File: src/rtl/wb_writeback_seq.sv
// Writeback stage: selects the result and drives the GPR/FPR write port and HI/LO.
// A 64-bit result is written as two 32-bit writes (even reg, then odd reg).
module wb_writeback_seq #(
  parameter int DW       = 32,
  parameter int AW       = 5,
  parameter int LINK_REG = 31
) (
  input  logic          Clk,
  input  logic          Rst,
  input  logic          in_valid,
  output logic          in_ready,
  input  logic          reg_write,
  input  logic          mem_to_reg,
  input  logic          mem_to_reg64,
  input  logic          load_byte,
  input  logic          jal,
  input  logic          fp_write,
  input  logic          hilo_write,
  input  logic          write32_64,
  input  logic [AW-1:0] dest,
  input  logic [DW-1:0] alu_result,
  input  logic [DW-1:0] mem_data,
  input  logic [DW-1:0] link_addr,
  input  logic [63:0]   alu64,
  input  logic [63:0]   data64,
  output logic          gpr_we,
  output logic          fpr_we,
  output logic [AW-1:0] wr_addr,
  output logic [DW-1:0] wr_data,
  output logic [DW-1:0] hi_out,
  output logic [DW-1:0] lo_out,
  output logic          align_err
);

  typedef enum logic {IDLE, WR_HI} state_t;

  state_t        state;
  logic [DW-1:0] pend_hi;
  logic [AW-1:0] pend_addr;
  logic          pend_fp;
  logic          accept;
  logic [DW-1:0] sel32;
  logic [63:0]   sel64;

  assign in_ready = (state == IDLE);
  assign accept   = in_valid & in_ready;

  // jal is handled separately since it also overrides the address and file select
  always_comb begin
    sel32 = alu_result;
    if (load_byte)       sel32 = {{(DW-8){mem_data[7]}}, mem_data[7:0]};
    else if (mem_to_reg) sel32 = mem_data;
    sel64 = mem_to_reg64 ? data64 : alu64;
  end

  always_ff @(posedge Clk or posedge Rst) begin
    if (Rst) begin
      state     <= IDLE;
      gpr_we    <= 1'b0;
      fpr_we    <= 1'b0;
      wr_addr   <= '0;
      wr_data   <= '0;
      hi_out    <= '0;
      lo_out    <= '0;
      align_err <= 1'b0;
      pend_hi   <= '0;
      pend_addr <= '0;
      pend_fp   <= 1'b0;
    end else begin
      gpr_we    <= 1'b0;
      fpr_we    <= 1'b0;
      align_err <= 1'b0;
      case (state)
        IDLE: if (accept) begin
          if (hilo_write) begin
            hi_out <= alu64[63:32];
            lo_out <= alu64[31:0];
          end
          if (write32_64) begin
            if (dest[0]) begin
              align_err <= 1'b1;
            end else if (reg_write) begin
              wr_addr   <= dest;
              wr_data   <= sel64[DW-1:0];
              fpr_we    <= fp_write;
              gpr_we    <= !fp_write && (dest != '0);
              pend_hi   <= sel64[2*DW-1:DW];
              pend_addr <= dest | AW'(1);
              pend_fp   <= fp_write;
              state     <= WR_HI;
            end
          end else if (reg_write) begin
            if (jal) begin
              wr_addr <= AW'(LINK_REG);
              wr_data <= link_addr;
              gpr_we  <= 1'b1;
            end else begin
              wr_addr <= dest;
              wr_data <= sel32;
              fpr_we  <= fp_write;
              gpr_we  <= !fp_write && (dest != '0);
            end
          end
        end
        WR_HI: begin
          // odd register is never r0, so no suppression is needed here
          wr_addr <= pend_addr;
          wr_data <= pend_hi;
          fpr_we  <= pend_fp;
          gpr_we  <= !pend_fp;
          state   <= IDLE;
        end
        default: state <= IDLE;
      endcase
    end
  end

endmodule

File: config.mk
export PLATFORM = sky130hd
export DESIGN_NAME = wb_writeback_seq
export DESIGN_NICKNAME = d
export VERILOG_FILES = /design/src/rtl/wb_writeback_seq.sv
export SDC_FILE = /design/constraint.sdc
export NUM_CORES = 1
export LEC_CHECK = 0
export BUFFER_PORTS_ARGS = -buffer_cell sky130_fd_sc_hd__buf_2
export CAP_MARGIN = 5
export CORE_MARGIN = 2
export CORE_UTILIZATION = 35
export DETAILED_ROUTE_END_ITERATION = 7
export GPL_TIMING_DRIVEN = 0
export PLACE_DENSITY = 0.66
export SLEW_MARGIN = 20
export SYNTH_ARGS = -nofsm -noshare
export SYNTH_HDL_FRONTEND = slang
export SYNTH_SLANG_ARGS = --single-unit
File: constraint.sdc
create_clock -name Clk -period 3.85 [get_ports Clk]
set_clock_uncertainty 0.2 [all_clocks]
set_input_delay 0.1925 -clock Clk [delete_from_list [all_inputs] [get_ports Clk]]
set_output_delay 0.1925 -clock Clk [all_outputs]
set_load 0.1 [all_outputs]
==> out/summary.txt, run 1 <==
=======================================================================================
Placed insts .............................................................         1305
Max clock buf depth ......................................................            2
Power per standard cell area .............................................  553 nW/um^2
Syn Std Cell Area ........................................................   7230 sq um
Fin area .................................................................  11100 sq um
Highest-delay cell along the critical path ...............................     clkbuf_1
Final period util ........................................................        0.737
Achievable Freq ..........................................................    0.353 GHz
Proportion of layout cells with a drive suffix above 1 ...................        0.412
Leakage power ............................................................      5.42 nW
Worst-case headroom to the max-slew limit ................................        0.474
Setup Crit Path Kind ..................................................... flip-flop to output pin
Status ................................................................... finished, final reports clean
Number of global-route vias before repair ................................         7619
Net count of the mapped netlist ..........................................          930
Required time of the critical path .......................................      3.46 ns
Starting Density .........................................................        0.357
Post_cts resized .........................................................            0
Post-route setup TNS .....................................................         0 ns
Cells traversed along the worst timing path .............................. inv_1 > clkbuf_1 > clkbuf_1 > buf_2
Worst-path maximum fanout ................................................           10
Number of buffers and inverters on the critical path .....................            4
Final count of hold timing violations ....................................            0
Via density ..............................................................         4.99
Wire length of the first global-routing pass .............................      43.2 mm
Number of port buffers ...................................................          341
Endpoint type of the worst setup path ....................................   output pin
IO Pins ..................................................................          345
Placed Area ..............................................................   9360 sq um
Most used cells in the layout excluding fill and tap cells ............... 368 x buf_2, 143 x dfrtp_1, 110 x dlygate4sd3_1
Setup repair after global routing missed its margin ......................           no
Power Internal ...........................................................      3.40 mW
Vias post-DR .............................................................         7229
Stage delay of the slowest cell on the critical path .....................      0.60 ns
Most common cell after layout, fill and taps aside .......................        buf_2
Final net count ..........................................................         1404
Cell count after synthesis ...............................................          690
Number of violations reported at the end of detailed-routing iteration 0 .          489
Hold_buf cts .............................................................          110
DRT Wirelength ...........................................................      28.6 mm
Share of power burned in combinational logic .............................        0.401
Die area .................................................................  21800 sq um
Chip Height ..............................................................  148 microns
Synth cell types .........................................................           31
CP dominant cell by count ................................................     clkbuf_1
Clk network pwr share ....................................................        0.284
MaxCap Viol Count ........................................................            0
Worst path arrival time ..................................................      2.44 ns
Sum of net half-perimeters after detailed placement ......................      21.1 mm
Remaining global-route overflow ..........................................            0
Max Transition Viols Final ...............................................            0
Total clock sinks ........................................................          143
Clock tree from TritonCTS ................................................          yes
Part of the Yosys area used for sequential elements ......................        0.495
Switching portion of total power .........................................        0.445
Area of the core .........................................................  20200 sq um
Average wire per standard cell ........................................... 19.7 microns
Clock transition at the registers of the reported paths ..................      0.06 ns
Count of placed standard cells in the final layout, fillers left out .....         1449
Gpl congestion ...........................................................        0.866
Area Overhead vs Synth ...................................................        53.2%
CP startpoint kind .......................................................    flip-flop
Maximum number of pins on one net before global-route repair .............           32
Pre-Repair DR Iteration Count ............................................            5
Worst min path class ..................................................... input port to flip-flop
Die Span X ...............................................................  148 microns
Setup repair bufs after CTS ..............................................            0
Final core occ ...........................................................        0.547
Average instance area after synthesis ....................................   10.5 sq um
All-layer global routing usage ...........................................        0.262
Flop and latch count out of synthesis ....................................          143
Number of H-tree levels ..................................................            4
Switching component of the power .........................................      2.72 mW
DRC errors left ..........................................................            0
Clk root buf .............................................................    clkbuf_16
VDD IR-drop max ..........................................................   0.000323 V
Worst slew pin tran ......................................................     0.787 ns
Ys Warns .................................................................            0
Site row count ...........................................................           52
Final period demand of the worst path ....................................      2.84 ns
Post-route antenna net violation count ...................................            0
Portion of total power attributed to sequential cells ....................        0.314
Number of setup violations in the final report ...........................            0
Clock buffer count from CTS ..............................................           17
Crit path max-delay family ............................................... buffers and inverters
Initial antenna violation count ..........................................            2
Skew-Pair Late Insertion Delay ...........................................      0.42 ns
=======================================================================================
flip-flops by register name, summed over array words and instances, names as in the netlist:
signal     cells
wr_data       32
fpr_we         1
hi_out        32
lo_out        32
pend_hi       32
wr_addr        5
pend_fp        1
align_err      1
gpr_we         1
state          1
pend_addr      5
cell usage after synthesis:
cell type	instances	area share
nor3_1	8	0.0055
o311ai_0	1	0.0012
nor4_1	8	0.0069
o41ai_1	8	0.0097
nor2b_1	8	0.0069
a22o_1	8	0.0097
o21ai_1	3	0.0021
a31o_2	1	0.0012
a21oi_1	69	0.048
nand2_1	56	0.029
o21a_1	1	0.0010
o22ai_1	4	0.0035
buf_2	27	0.019
a21o_1	8	0.0083
or2_2	1	0.00087
clkbuf_1	23	0.012
inv_1	8	0.0042
or4_1	1	0.0010
dfrtp_1	143	0.49
mux2i_1	80	0.11
a31oi_1	26	0.022
nand3_1	3	0.0021
and2_1	1	0.00087
and3b_1	1	0.0012
nor3b_2	1	0.0017
o21ai_0	52	0.036
nor2_1	36	0.019
buf_4	5	0.0052
nor3b_1	1	0.0010
mux2_2	73	0.11
nand2b_1	25	0.022
final cells by class:
type / instances / area, sq um
clock inverters: 12 / 158
plain buffers: 55 / 259
fillers: 1805 / 9160
multi-input cells: 484 / 3360
inverters: 8 / 33.8
repair buffers: 455 / 2890
clock buffers: 20 / 457
flip-flops and latches: 143 / 3580
diodes: 2 / 5.00
well taps: 270 / 338
power groups by stage:
stage | sequential [mW] | combinational [mW] | clock [mW]
floorplan | 3.28 | 0.470 | 0
global placement | 1.93 | 2.33 | 0
detailed placement | 1.94 | 2.36 | 0
CTS | 1.92 | 2.45 | 1.77
global route | 1.95 | 2.56 | 1.84
finish | 1.92 | 2.46 | 1.74
worst paths after layout:
| path | start | endpoint | cells after the start | slack [ns] |
|---|---|---|---|---|
| setup / recovery | state$_DFF_PP0_ | in_ready | 4 | 1.01 |
| hold / removal | link_addr[23] | wr_data[23]$_DFFE_PP0P_ | 4 | 0.02 |
| setup reg to reg | state$_DFF_PP0_ | wr_data[30]$_DFFE_PP0P_ | 6 | 1.29 |
| hold reg to reg | wr_data[20]$_DFFE_PP0P_ | wr_data[20]$_DFFE_PP0P_ | 2 | 0.28 |
| max in group asynchronous | Rst | hi_out[16]$_DFFE_PP0P_ | 6 | 2.25 |
| min in group asynchronous | Rst | hi_out[1]$_DFFE_PP0P_ | 3 | 0.18 |
layer usage:
metal  wire [microns]  global-route usage  up-vias
li1                 -                   -     3434
met1            12500               0.338     3491
met3             1380              0.0512       47
met4              678              0.0875        0
met5                0                   0        -
met2            14000               0.443      257
worst reg2reg max path: stages, from the launching register on:
cell and delay [ns]:
dfrtp_1 0.42, inv_1 0.10, clkbuf_1 0.34, clkbuf_1 0.60
o21ai_0 0.28, a31oi_1 0.34, o21ai_0 0.14
per-stage QoR:
stage	worst slack [ns]	hold slack, ns	power (mW)
3_3_place_gp	0.638	0.230	4.27
3_5_place_dp	1.36	0.0852	4.30
4_1_cts	1.04	0.00605	6.14
6_report	1.01	0.0224	6.12
5_1_grt	0.894	0.0586	6.35
2_1_floorplan	1.37	0.109	3.75
kinds of logic after synthesis:
| logic type | Yosys count | synth area share |
|---|---|---|
| compound gates | 181 | 0.143 |
| mux | 153 | 0.224 |
| simple gates | 150 | 0.0976 |
| flops | 143 | 0.495 |
| buf+inv | 63 | 0.0400 |
No activity file was read; power rests on OpenSTA's default activity.
==> run 2, diff against run 1 <==
ABC_AREA = 1   (was default)
PLACE_DENSITY = 0.62   (was 0.66)
clock period = 2.9 ns   (was 3.85 ns; I/O delays follow)
==> out/summary.txt, run 2 <==
=======================================================================================
Placed insts .............................................................         1674   +28%
Worst slew pin tran ......................................................     0.735 ns   -0.0527 ns
Vias post-DR .............................................................         8672   +20%
Number of setup violations in the final report ...........................            0   unchanged
Final period util ........................................................        0.829
Number of flops mapped to enable cells by yosys ..........................            0   unchanged
Final net count ..........................................................         1803   +28%
Synth top area cells ..................................................... dfrtp_1 46%, nand2_1 21%, mux2_1 8.7%
Most common cell after layout, fill and taps aside .......................      nand2_1
Chip Height ..............................................................  153 microns   +3.8%
Clock buffer count from CTS ..............................................           17   unchanged
Post-route antenna net violation count ...................................            0   unchanged
Share of the synthesized area in the top cell type .......................        0.459   -0.0362
Power after layout .......................................................      8.31 mW   +36%
Die area .................................................................  23500 sq um   +7.7%
Setup repair after global routing missed its margin ......................           no
Die Span X ...............................................................  153 microns   +3.8%
MaxCap Viol Count ........................................................            0   unchanged
Worst hold path stage count ..............................................            7   +3
VDD IR-drop max ..........................................................   0.000380 V   +18%
Final worst setup slack ..................................................     0.496 ns   -0.517 ns
Flop and latch count out of synthesis ....................................          143   unchanged
Post-synth top area cell .................................................      dfrtp_1
Top cells by instance count after synthesis .............................. 426 x nand2_1, 162 x nor2_1, 143 x dfrtp_1
Count of cells along the worst register-to-register path .................            7   +1
Endpoint type of the worst setup path ....................................   output pin
Clock tree from TritonCTS ................................................          yes
Number of buffers and inverters on the critical path .....................            4   unchanged
Startpoint of the tightest hold check path ............................... alu_result[2]
Crit path max-delay family ............................................... buffers and inverters
Number of port buffers ...................................................          342   +0.29%
Count of placed standard cells in the final layout, fillers left out .....         1857   +28%
Area of the core .........................................................  21800 sq um   +7.9%
Synth cell types .........................................................           23   -26%
Number of H-tree levels ..................................................            4   unchanged
Max Transition Viols Final ...............................................            0   unchanged
Highest-delay cell along the critical path ...............................        buf_2
Starting Density .........................................................        0.357   about the same
GR Layer Usage met3 ......................................................       0.0417   -0.00956
Average instance area after synthesis ....................................   7.44 sq um   -29%
Most used flip-flop cell after synthesis .................................      dfrtp_1
Part of the Yosys area used for sequential elements ......................        0.459   -0.0362
Area Overhead vs Synth ...................................................        54.8%
Endpoint with the worst hold slack ....................................... wr_data[2]$_DFFE_PP0P_
Average wire per standard cell ........................................... 16.7 microns   -16%
All-layer global routing usage ...........................................        0.260   -0.00178
Final period demand of the worst path ....................................      2.40 ns
GR Layer Usage met1 ......................................................        0.330   -0.00810
Ys Warns .................................................................            0   unchanged
Worst min path class ..................................................... input port to flip-flop
Total clock sinks ........................................................          143   unchanged
Worst-case headroom to the max-slew limit ................................        0.505   +0.0314
Pre-Repair DR Iteration Count ............................................            6   +1
Worst path arrival time ..................................................      2.06 ns   -0.38 ns
Most used cells in the layout excluding fill and tap cells ............... 426 x nand2_1, 373 x buf_2, 162 x nor2_1
Most heavily used metal layer in global routing ..........................         met2
Via density ..............................................................         4.67   -6.4%
Met2 capacity usage during global routing ................................        0.450   +0.00721
Remaining global-route overflow ..........................................            0   unchanged
Asr flop ratio synth .....................................................         1.00   unchanged
Most repeated cell in the gate-level netlist after synthesis .............      nand2_1
Clock transition at the registers of the reported paths ..................      0.06 ns   about the same
Number of violations reported at the end of detailed-routing iteration 0 .          462   -5.5%
DRT Wirelength ...........................................................      30.9 mm   +8.2%
Proportion of layout cells with a drive suffix above 1 ...................        0.275   -0.137
Stage delay of the slowest cell on the critical path .....................      0.53 ns   -0.07 ns
Power per standard cell area .............................................  688 nW/um^2   +24%
Maximum number of pins on one net before global-route repair .............           32   unchanged
Wire length of the first global-routing pass .............................      48.0 mm   +11%
Setup Crit Path Kind ..................................................... flip-flop to output pin
Required time of the critical path .......................................      2.56 ns   -0.90 ns
Startpoint of the worst-slack reg-to-reg timing path ..................... state$_DFF_PP0_
Syn Std Cell Area ........................................................   7800 sq um   +7.9%
Sum of net half-perimeters after detailed placement ......................      23.0 mm   +9.1%
Hold_buf cts .............................................................          150   +36%
Leakage power ............................................................      6.54 nW   +21%
Final count of hold timing violations ....................................            0   unchanged
DRC errors left ..........................................................            0   unchanged
Slack of the worst reg-to-reg path .......................................      0.67 ns   -0.62 ns
Number of global-route vias before repair ................................         8899   +17%
Gpl congestion ...........................................................        0.881   +1.8%
Cells traversed along the worst timing path .............................. buf_6 > inv_2 > clkbuf_1 > buf_2
Clk root buf .............................................................    clkbuf_16
Status ................................................................... finished, final reports clean
CP startpoint kind .......................................................    flip-flop
Worst-path maximum fanout ................................................           10   unchanged
Setup repair bufs after CTS ..............................................            0   unchanged
Cell count after synthesis ...............................................         1048   +52%
Reg-to-Reg End ........................................................... gpr_we$_DFF_PP0_
Worst Setup Slack post-DPL ...............................................     0.972 ns   -0.386 ns
Max clock buf depth ......................................................            2   unchanged
Post_cts resized .........................................................            0   unchanged
Initial antenna violation count ..........................................            1   -1
Site row count ...........................................................           54   +3.8%
Achievable Freq ..........................................................    0.416 GHz
IO Pins ..................................................................          345   unchanged
Skew-Pair Late Insertion Delay ...........................................      0.42 ns   about the same
Net count of the mapped netlist ..........................................         1288   +38%
=======================================================================================
-- run 2: cell count changes after synthesis, moves of 10 or more --
cell      delta
nand3_1     +33
mux2_2      -69
mux2i_1     -80
a21oi_1     -34
o21ai_0     -45
nand2b_1    -25
buf_6       +10
inv_1       +51
nand2_1    +370
nor2_1     +126
mux2_1      +60
-- run 2: kinds of logic after synthesis --
family / share of synthesized area
flip-flops: 0.459
multiplexers: 0.0924
buffers and inverters: 0.0772
AND/OR/NAND/NOR: 0.311
AO/OA/AOI/OAI: 0.0603
-- run 2: layout make-up --
cell class                      instances  area, sq um
Tap cell                              280          350
Antenna cell                            1         2.50
Timing Repair Buffer                  496         3290
Buffer                                 63          354
Fill cell                            2060         9750
Multi-Input combinational cell        776         3620
Clock inverter                         12          170
Inverter                               66          251
Clock buffer                           20          457
Sequential cell                       143         3580
-- run 2: layer usage --
layer | part of all wire | vias to the layer above
li1 | - | 4312
met1 | 0.43 | 3990
met2 | 0.49 | 314
met3 | 0.058 | 56
met4 | 0.025 | 0
met5 | 0 | -
-- run 2: through the flow --
step	hold slack (ns)	setup TNS [ns]	utilization	area [sq um]
finish	0.0107	0	0.553	12100
global route	0.0528	0	0.553	12100
CTS	0.00233	0	0.553	12100
detailed placement	0.0682	0	0.456	9950
global placement	0.172	-41.71	0.452	9870
floorplan	0.0767	0	-	7800
-- run 2: worst register-to-register path, cell delays in order, from the launching register on --
cell and delay (ns):
dfrtp_1 0.40, buf_6 0.16, inv_2 0.11, clkbuf_1 0.44
nand2_1 0.13, inv_1 0.07, a21oi_1 0.06, dlygate4sd3_1 0.55
-- run 2: worst max path at each step --
stage / depth (start not counted) / from / endpoint
2_1_floorplan: 5 / state$_DFF_PP0_ / wr_addr[1]$_DFFE_PP0P_
3_3_place_gp: 2 / Rst / lo_out[1]$_DFFE_PP0P_
3_5_place_dp: 4 / state$_DFF_PP0_ / in_ready
4_1_cts: 4 / state$_DFF_PP0_ / in_ready
5_1_grt: 4 / state$_DFF_PP0_ / in_ready
6_report: 4 / state$_DFF_PP0_ / in_ready
-- run 2: power breakdown --
group / internal, mW / switching [mW] / total, mW
clock: 1.43 / 0.958 / 2.38
sequential: 2.35 / 0.199 / 2.55
combinational: 0.765 / 2.61 / 3.37
total: 4.54 / 3.76 / 8.31
